<file path="src/rtl/baud_gen_param.sv">
// Baud-rate generator: a divisor prescaler drives oversample ticks, plus mid-bit sample and
// end-of-bit strobes. A divisor change staged while counting takes effect at a tick boundary.
module baud_gen_param #(
  parameter int unsigned DIV_WIDTH   = 16,
  parameter int unsigned OVERSAMPLE  = 16,
  parameter int unsigned DEFAULT_DIV = 10
) (
  input  logic                 clk,
  input  logic                 rst,
  input  logic                 en,
  input  logic [DIV_WIDTH-1:0] div_in,
  input  logic                 div_load,
  input  logic                 resync,
  output logic                 os_tick,
  output logic                 mid_tick,
  output logic                 bit_tick,
  output logic                 baud_clk,
  output logic                 load_pending,
  output logic                 load_err
);

  localparam int unsigned OW = $clog2(OVERSAMPLE);
  localparam logic [OW-1:0] MID_IDX = OW'(OVERSAMPLE / 2 - 1);
  localparam logic [OW-1:0] BIT_IDX = OW'(OVERSAMPLE - 1);
  localparam logic [OW-1:0] HALF    = OW'(OVERSAMPLE / 2);
  localparam logic [DIV_WIDTH-1:0] DEF_DIV = DIV_WIDTH'(DEFAULT_DIV);

  logic [DIV_WIDTH-1:0] div_act;
  logic [DIV_WIDTH-1:0] div_shadow;
  logic [DIV_WIDTH-1:0] pcnt;
  logic [OW-1:0]        ocnt;
  logic [OW-1:0]        ocnt_next;
  logic                 valid_load;
  logic                 wrap;

  // The >= compare keeps the prescaler from running away if div_act is lowered
  // below the current count by a direct (idle) load.
  always_comb begin
    valid_load = div_load && (div_in != '0);
    wrap       = en && !resync && (pcnt >= div_act - DIV_WIDTH'(1));
    ocnt_next  = ocnt + OW'(1);
  end

  always_ff @(posedge clk) begin
    if (rst) begin
      div_act      <= DEF_DIV;
      div_shadow   <= DEF_DIV;
      pcnt         <= '0;
      ocnt         <= '0;
      os_tick      <= 1'b0;
      mid_tick     <= 1'b0;
      bit_tick     <= 1'b0;
      baud_clk     <= 1'b0;
      load_pending <= 1'b0;
      load_err     <= 1'b0;
    end else begin
      load_err <= div_load && (div_in == '0);
      os_tick  <= 1'b0;
      mid_tick <= 1'b0;
      bit_tick <= 1'b0;

      if (resync) begin
        pcnt     <= '0;
        ocnt     <= '0;
        baud_clk <= 1'b0;
      end else if (en) begin
        if (wrap) begin
          pcnt     <= '0;
          ocnt     <= ocnt_next;
          os_tick  <= 1'b1;
          mid_tick <= (ocnt == MID_IDX);
          bit_tick <= (ocnt == BIT_IDX);
          baud_clk <= (ocnt_next >= HALF);
        end else begin
          pcnt <= pcnt + DIV_WIDTH'(1);
        end
      end

      // A pending value is consumed at the wrap first; a load arriving on the
      // same edge then re-stages, so it lands at the following wrap.
      if (wrap && load_pending) begin
        div_act      <= div_shadow;
        load_pending <= 1'b0;
      end
      if (valid_load) begin
        if (!en || resync) begin
          div_act      <= div_in;
          load_pending <= 1'b0;
        end else begin
          div_shadow   <= div_in;
          load_pending <= 1'b1;
        end
      end else if (!en && load_pending) begin
        div_act      <= div_shadow;
        load_pending <= 1'b0;
      end
    end
  end

endmodule
</file>
<file path="config.mk">
export PLATFORM = sky130hd
export DESIGN_NAME = baud_gen_param
export DESIGN_NICKNAME = d
export VERILOG_FILES = /design/src/rtl/baud_gen_param.sv
export SDC_FILE = /design/constraint.sdc
export NUM_CORES = 1
export LEC_CHECK = 0
export BUFFER_PORTS_ARGS = -buffer_cell sky130_fd_sc_hd__buf_2
export CAP_MARGIN = 20
export CORE_MARGIN = 3
export CORE_UTILIZATION = 60
export CTS_CLUSTER_DIAMETER = 200
export DETAILED_ROUTE_END_ITERATION = 10
export GPL_ROUTABILITY_DRIVEN = 1
export PLACE_DENSITY = 0.91
export SLEW_MARGIN = 25
export SYNTH_ARGS = -nofsm -noshare
export SYNTH_HDL_FRONTEND = slang
export SYNTH_SLANG_ARGS = --single-unit
</file>
<file path="constraint.sdc">
create_clock -name clk -period 6.35 [get_ports clk]
set_input_delay 0.3175 -clock clk [delete_from_list [all_inputs] [get_ports clk]]
set_output_delay 0.3175 -clock clk [all_outputs]
set_load 0.02 [all_outputs]
</file>
==> Implementation_results.wiki <==
{| class="wikitable"
! Metric !! Value
|-
| Run status || finished clean
|-
| Core Rows || 25
|-
| Clk_lat worst skew || 0.35 ns
|-
| Sw Pwr || 196 uW
|-
| Hold depth || 3
|-
| Ys flop type || dfxtp_1
|-
| Estimated wirelength of the detail-placed design || 4.36 mm
|-
| Clock tree from TritonCTS || yes
|-
| Sequential power share || 0.491
|-
| Unrepaired setup endpoints after global routing || no
|-
| Worst-path cell chain || nor4_1, nand2_1, nor3_1, nand2b_1, nor4_1, xnor2_1, ha_1, nand4_1, a211oi_2, a32oi_2, a21oi_2, nand2b_1, nor2_1
|-
| CTS Buffer Depth || 2
|-
| Global router's overall resource usage || 0.217
|-
| Maximum single-stage delay on the critical path || 0.51 ns
|-
| Setup Total Neg Slack || 0 ns
|-
| Number of buffers inserted by hold repair at cts || 0
|-
| Post-Place Setup Slack || 2.73 ns
|-
| CTS clk-pin slew, worst paths || 0.06 ns
|-
| Min Clock Period, post-route || 3.63 ns
|-
| Part of the total power dissipated in the clock network || 0.403
|-
| Final period util || 0.571
|-
| Worst Path Max Fanout || 15
|-
| Startpoint of the worst setup timing path || div_act[5]
|-
| Actual transition at the worst max-transition pin || 1.03 ns
|-
| Mean instance size in the synthesized netlist || 9.11 um2
|-
| Post-Syn Instances || 332
|-
| Max transition margin || 0.311
|-
| FF+latch count, synth || 57
|-
| Count of cell types in the netlist || 42
|-
| Worst endpoint required time || 6.55 ns
|-
| Die width || 77.0 um
|-
| Net count reported at finish || 394
|-
| DRC Markers || 0
|-
| # resized after CTS || 0
|-
| Finished Layout Cells || 425
|-
| Total count of hold-check failures in the final report || 0
|-
| Vias per std cell || 5.80
|-
| Critical Path Slowest Stage Cell || nand2b_1
|-
| Last weighted congestion value of the routability-driven placer || 0.789
|-
| Proportion of synthesized chip area in sequential cells || 0.377
|-
| Number of vias after detailed routing || 2466
|-
| Internal power consumption || 583 uW
|-
| Type of the most critical hold path || input pin to register
|-
| Warnings, synthesis || 0
|-
| Worst setup path category || register to register
|-
| Terminus of the critical flop-to-flop path || pcnt[11]
|-
| Number of pins with negative max-slew slack in the final report || 0
|-
| # clock sinks || 57
|-
| Number of clock buffers inserted by TritonCTS || 9
|-
| Fraction of final layout cells sized beyond drive strength 1 || 0.131
|-
| Number of nets with antenna violations after routing || 0
|-
| DRC marker count from the first detailed-route iteration || 138
|-
| Post-route worst hold slack || 0.233 ns
|-
| Depth of the worst register-to-register path || 13
|-
| Area of the mapped netlist || 3020 um2
|-
| Pin count of the biggest net entering global routing || 26
|-
| Launch instance of the worst register-to-register path || div_act[5]
|-
| Final worst setup slack || 2.72 ns
|-
| Last element of the critical path || pcnt[11]
|-
| H-tree lvl count || 3
|-
| Met2 layer usage reported by global route || 0.357
|-
| Routed WL || 6.09 mm
|-
| Worst vdd ir || 0.178 mV
|-
| Antenna diode instance count || 0
|-
| Async set-reset flop share out of synthesis || 0
|-
| Routing usage on met1 || 0.254
|-
| Effective utilization at floorplan || 0.632
|-
| Final number of setup-violating endpoints || 0
|-
| Port bufs || 26
|-
| Leftover overflow at the end of global routing || 0
|-
| Core region area || 4790 um2
|-
| Number of ports placed on the die boundary || 27
|-
| Vias in the first global route || 2383
|-
| Area growth, synth to finish || 9.93%
|-
| Combinational Power Share || 0.105
|-
| WP data arrival || 3.83 ns
|-
| Static Leakage || 0.00148 uW
|-
| Clock Root Buffer || clkbuf_8
|-
| Initial antenna violation count || 0
|-
| First-pass GRT wire length || 10.4 mm
|-
| Average detailed-routed wire length per instance || 14.3 um
|-
| Kind of launch point of the worst setup path || register
|-
| P per Cell Area || 234 nW/um2
|-
| Net Count, Synth || 372
|-
| Total setup buffers inserted after CTS || 0
|-
| Number of flops mapped to enable cells by yosys || 0
|-
| Global routing met3 resource utilization || 0.0775
|-
| Cell total after placement || 410
|-
| Busiest layer in global routing || met2
|-
| Die height || 77.0 um
|-
| Die Outline Area || 5930 um2
|-
| Number of detailed-routing iterations run before antenna repair || 5
|-
| Highest clock frequency the design can meet || 276 MHz
|-
| # Max-Cap Violations || 0
|-
| Reg-to-reg slack, setup || 2.72 ns
|-
| Final setup skew || 0.0106 ns
|-
| Sw Ratio || 0.252
|-
| Endpoint type of the worst setup path || register
|}
-- placed cells by master (no fill, tap or decap), types with 2 or more instances in the layout --
| cell type | count |
|---|---|
| xor2_1 | 15 |
| nand2_1 | 22 |
| o22ai_1 | 3 |
| and4_1 | 2 |
| o21ai_0 | 4 |
| a221oi_1 | 2 |
| nand2b_1 | 3 |
| clkinv_2 | 3 |
| dfxtp_1 | 57 |
| xnor2_1 | 16 |
| clkbuf_8 | 9 |
| nor2_1 | 45 |
| o221ai_1 | 14 |
| inv_1 | 9 |
| buf_2 | 26 |
| and2_1 | 2 |
| or4_1 | 2 |
| and3_1 | 4 |
| mux2i_1 | 30 |
| nand4_1 | 5 |
| nand3_1 | 7 |
| clkbuf_1 | 2 |
| ha_1 | 19 |
| a21oi_1 | 22 |
| nor3_1 | 11 |
| nor4_1 | 8 |
-- registers in the layout, summed over array words and instances, names as in the netlist --
signal,count
div_shadow,16
mid_tick,1
div_act,16
load_err,1
pcnt,16
baud_clk,1
ocnt,3
os_tick,1
bit_tick,1
load_pending,1
-- power groups by stage --
| stage | logic (uW) | registers, uW | clock network, uW |
|---|---|---|---|
| final | 82.1 | 383 | 314 |
| after global routing | 91.7 | 384 | 338 |
| after CTS | 81.7 | 382 | 321 |
| after detailed placement | 80.8 | 390 | 0 |
| after global placement | 77.6 | 390 | 0 |
| after floorplan | 60.6 | 387 | 0 |
-- per-stage QoR --
step                cell area [um2]  utilization  power [uW]
floorplan                      3020            -         448
global placement               3150        0.658         467
detailed placement             3150        0.658         471
CTS                            3320        0.695         785
global route                   3320        0.695         814
finish                         3320        0.695         779
-- worst min-delay path by stage --
stage | slack, ns | start | endpoint
after detailed placement | 0.49 | div_shadow[1] | div_shadow[1]
after floorplan | 0.44 | div_load | load_err
after CTS | 0.22 | div_in[1] | div_shadow[1]
final | 0.23 | div_load | load_err
after global routing | 0.24 | div_in[1] | div_shadow[1]
after global placement | 0.49 | div_shadow[3] | div_shadow[3]
-- kinds of logic (layout without fill, tap and decap cells) --
kind of cell             count (synthesis)  in the layout  synth area share
AO/OA/AOI/OAI                           54             54             0.128
multiplexers                            30             30            0.0993
XOR/XNOR                                31             31            0.0898
AND/OR/NAND/NOR                        117            117             0.186
flip-flops                              57             57             0.377
adder cells (fa/ha/maj)                 19             19            0.0786
buffers and inverters                   24             50            0.0410
-- per-layer routing --
metal  up-vias  wire [um]
met5         -          0
li1       1238          -
met2        68       2920
met1      1153       2770
met4         0         68
met3         7        334
-- cells in the mapped netlist, types with 4 or more instances --
| master | n | area (um2) |
|---|---|---|
| inv_1 | 9 | 33.8 |
| nand3_1 | 7 | 35.0 |
| nor3_1 | 11 | 55.1 |
| nor4_1 | 8 | 50.1 |
| and3_1 | 4 | 25.0 |
| a21oi_1 | 22 | 110 |
| xnor2_1 | 16 | 140 |
| clkbuf_1 | 10 | 37.5 |
| nand4_1 | 5 | 31.3 |
| dfxtp_1 | 57 | 1140 |
| o221ai_1 | 14 | 123 |
| mux2i_1 | 30 | 300 |
| nand2_1 | 22 | 82.6 |
| nor2_1 | 45 | 169 |
| o21ai_0 | 4 | 20.0 |
| xor2_1 | 15 | 131 |
| ha_1 | 19 | 238 |
-- area by class of cell --
cell class	count	area (um2)
Timing Repair Buffer	26	130
Clock inverter	4	45.0
Clock buffer	11	131
Fill cell	361	1460
Tap cell	67	83.8
Inverter	9	33.8
Multi-Input combinational cell	251	1760
Sequential cell	57	1140
-- critical path: cells and delay by family, from the launching register on --
kind / cells / cell delay (ns)
xor gates and xnor gates: 1 / 0.12
adders and majority gates: 1 / 0.30
and+or+nand+nor: 8 / 2.02
AOI/OAI and AO/OA: 3 / 0.72
DFF: 1 / 0.33
Note: power is estimated with default switching activity, not from simulation.
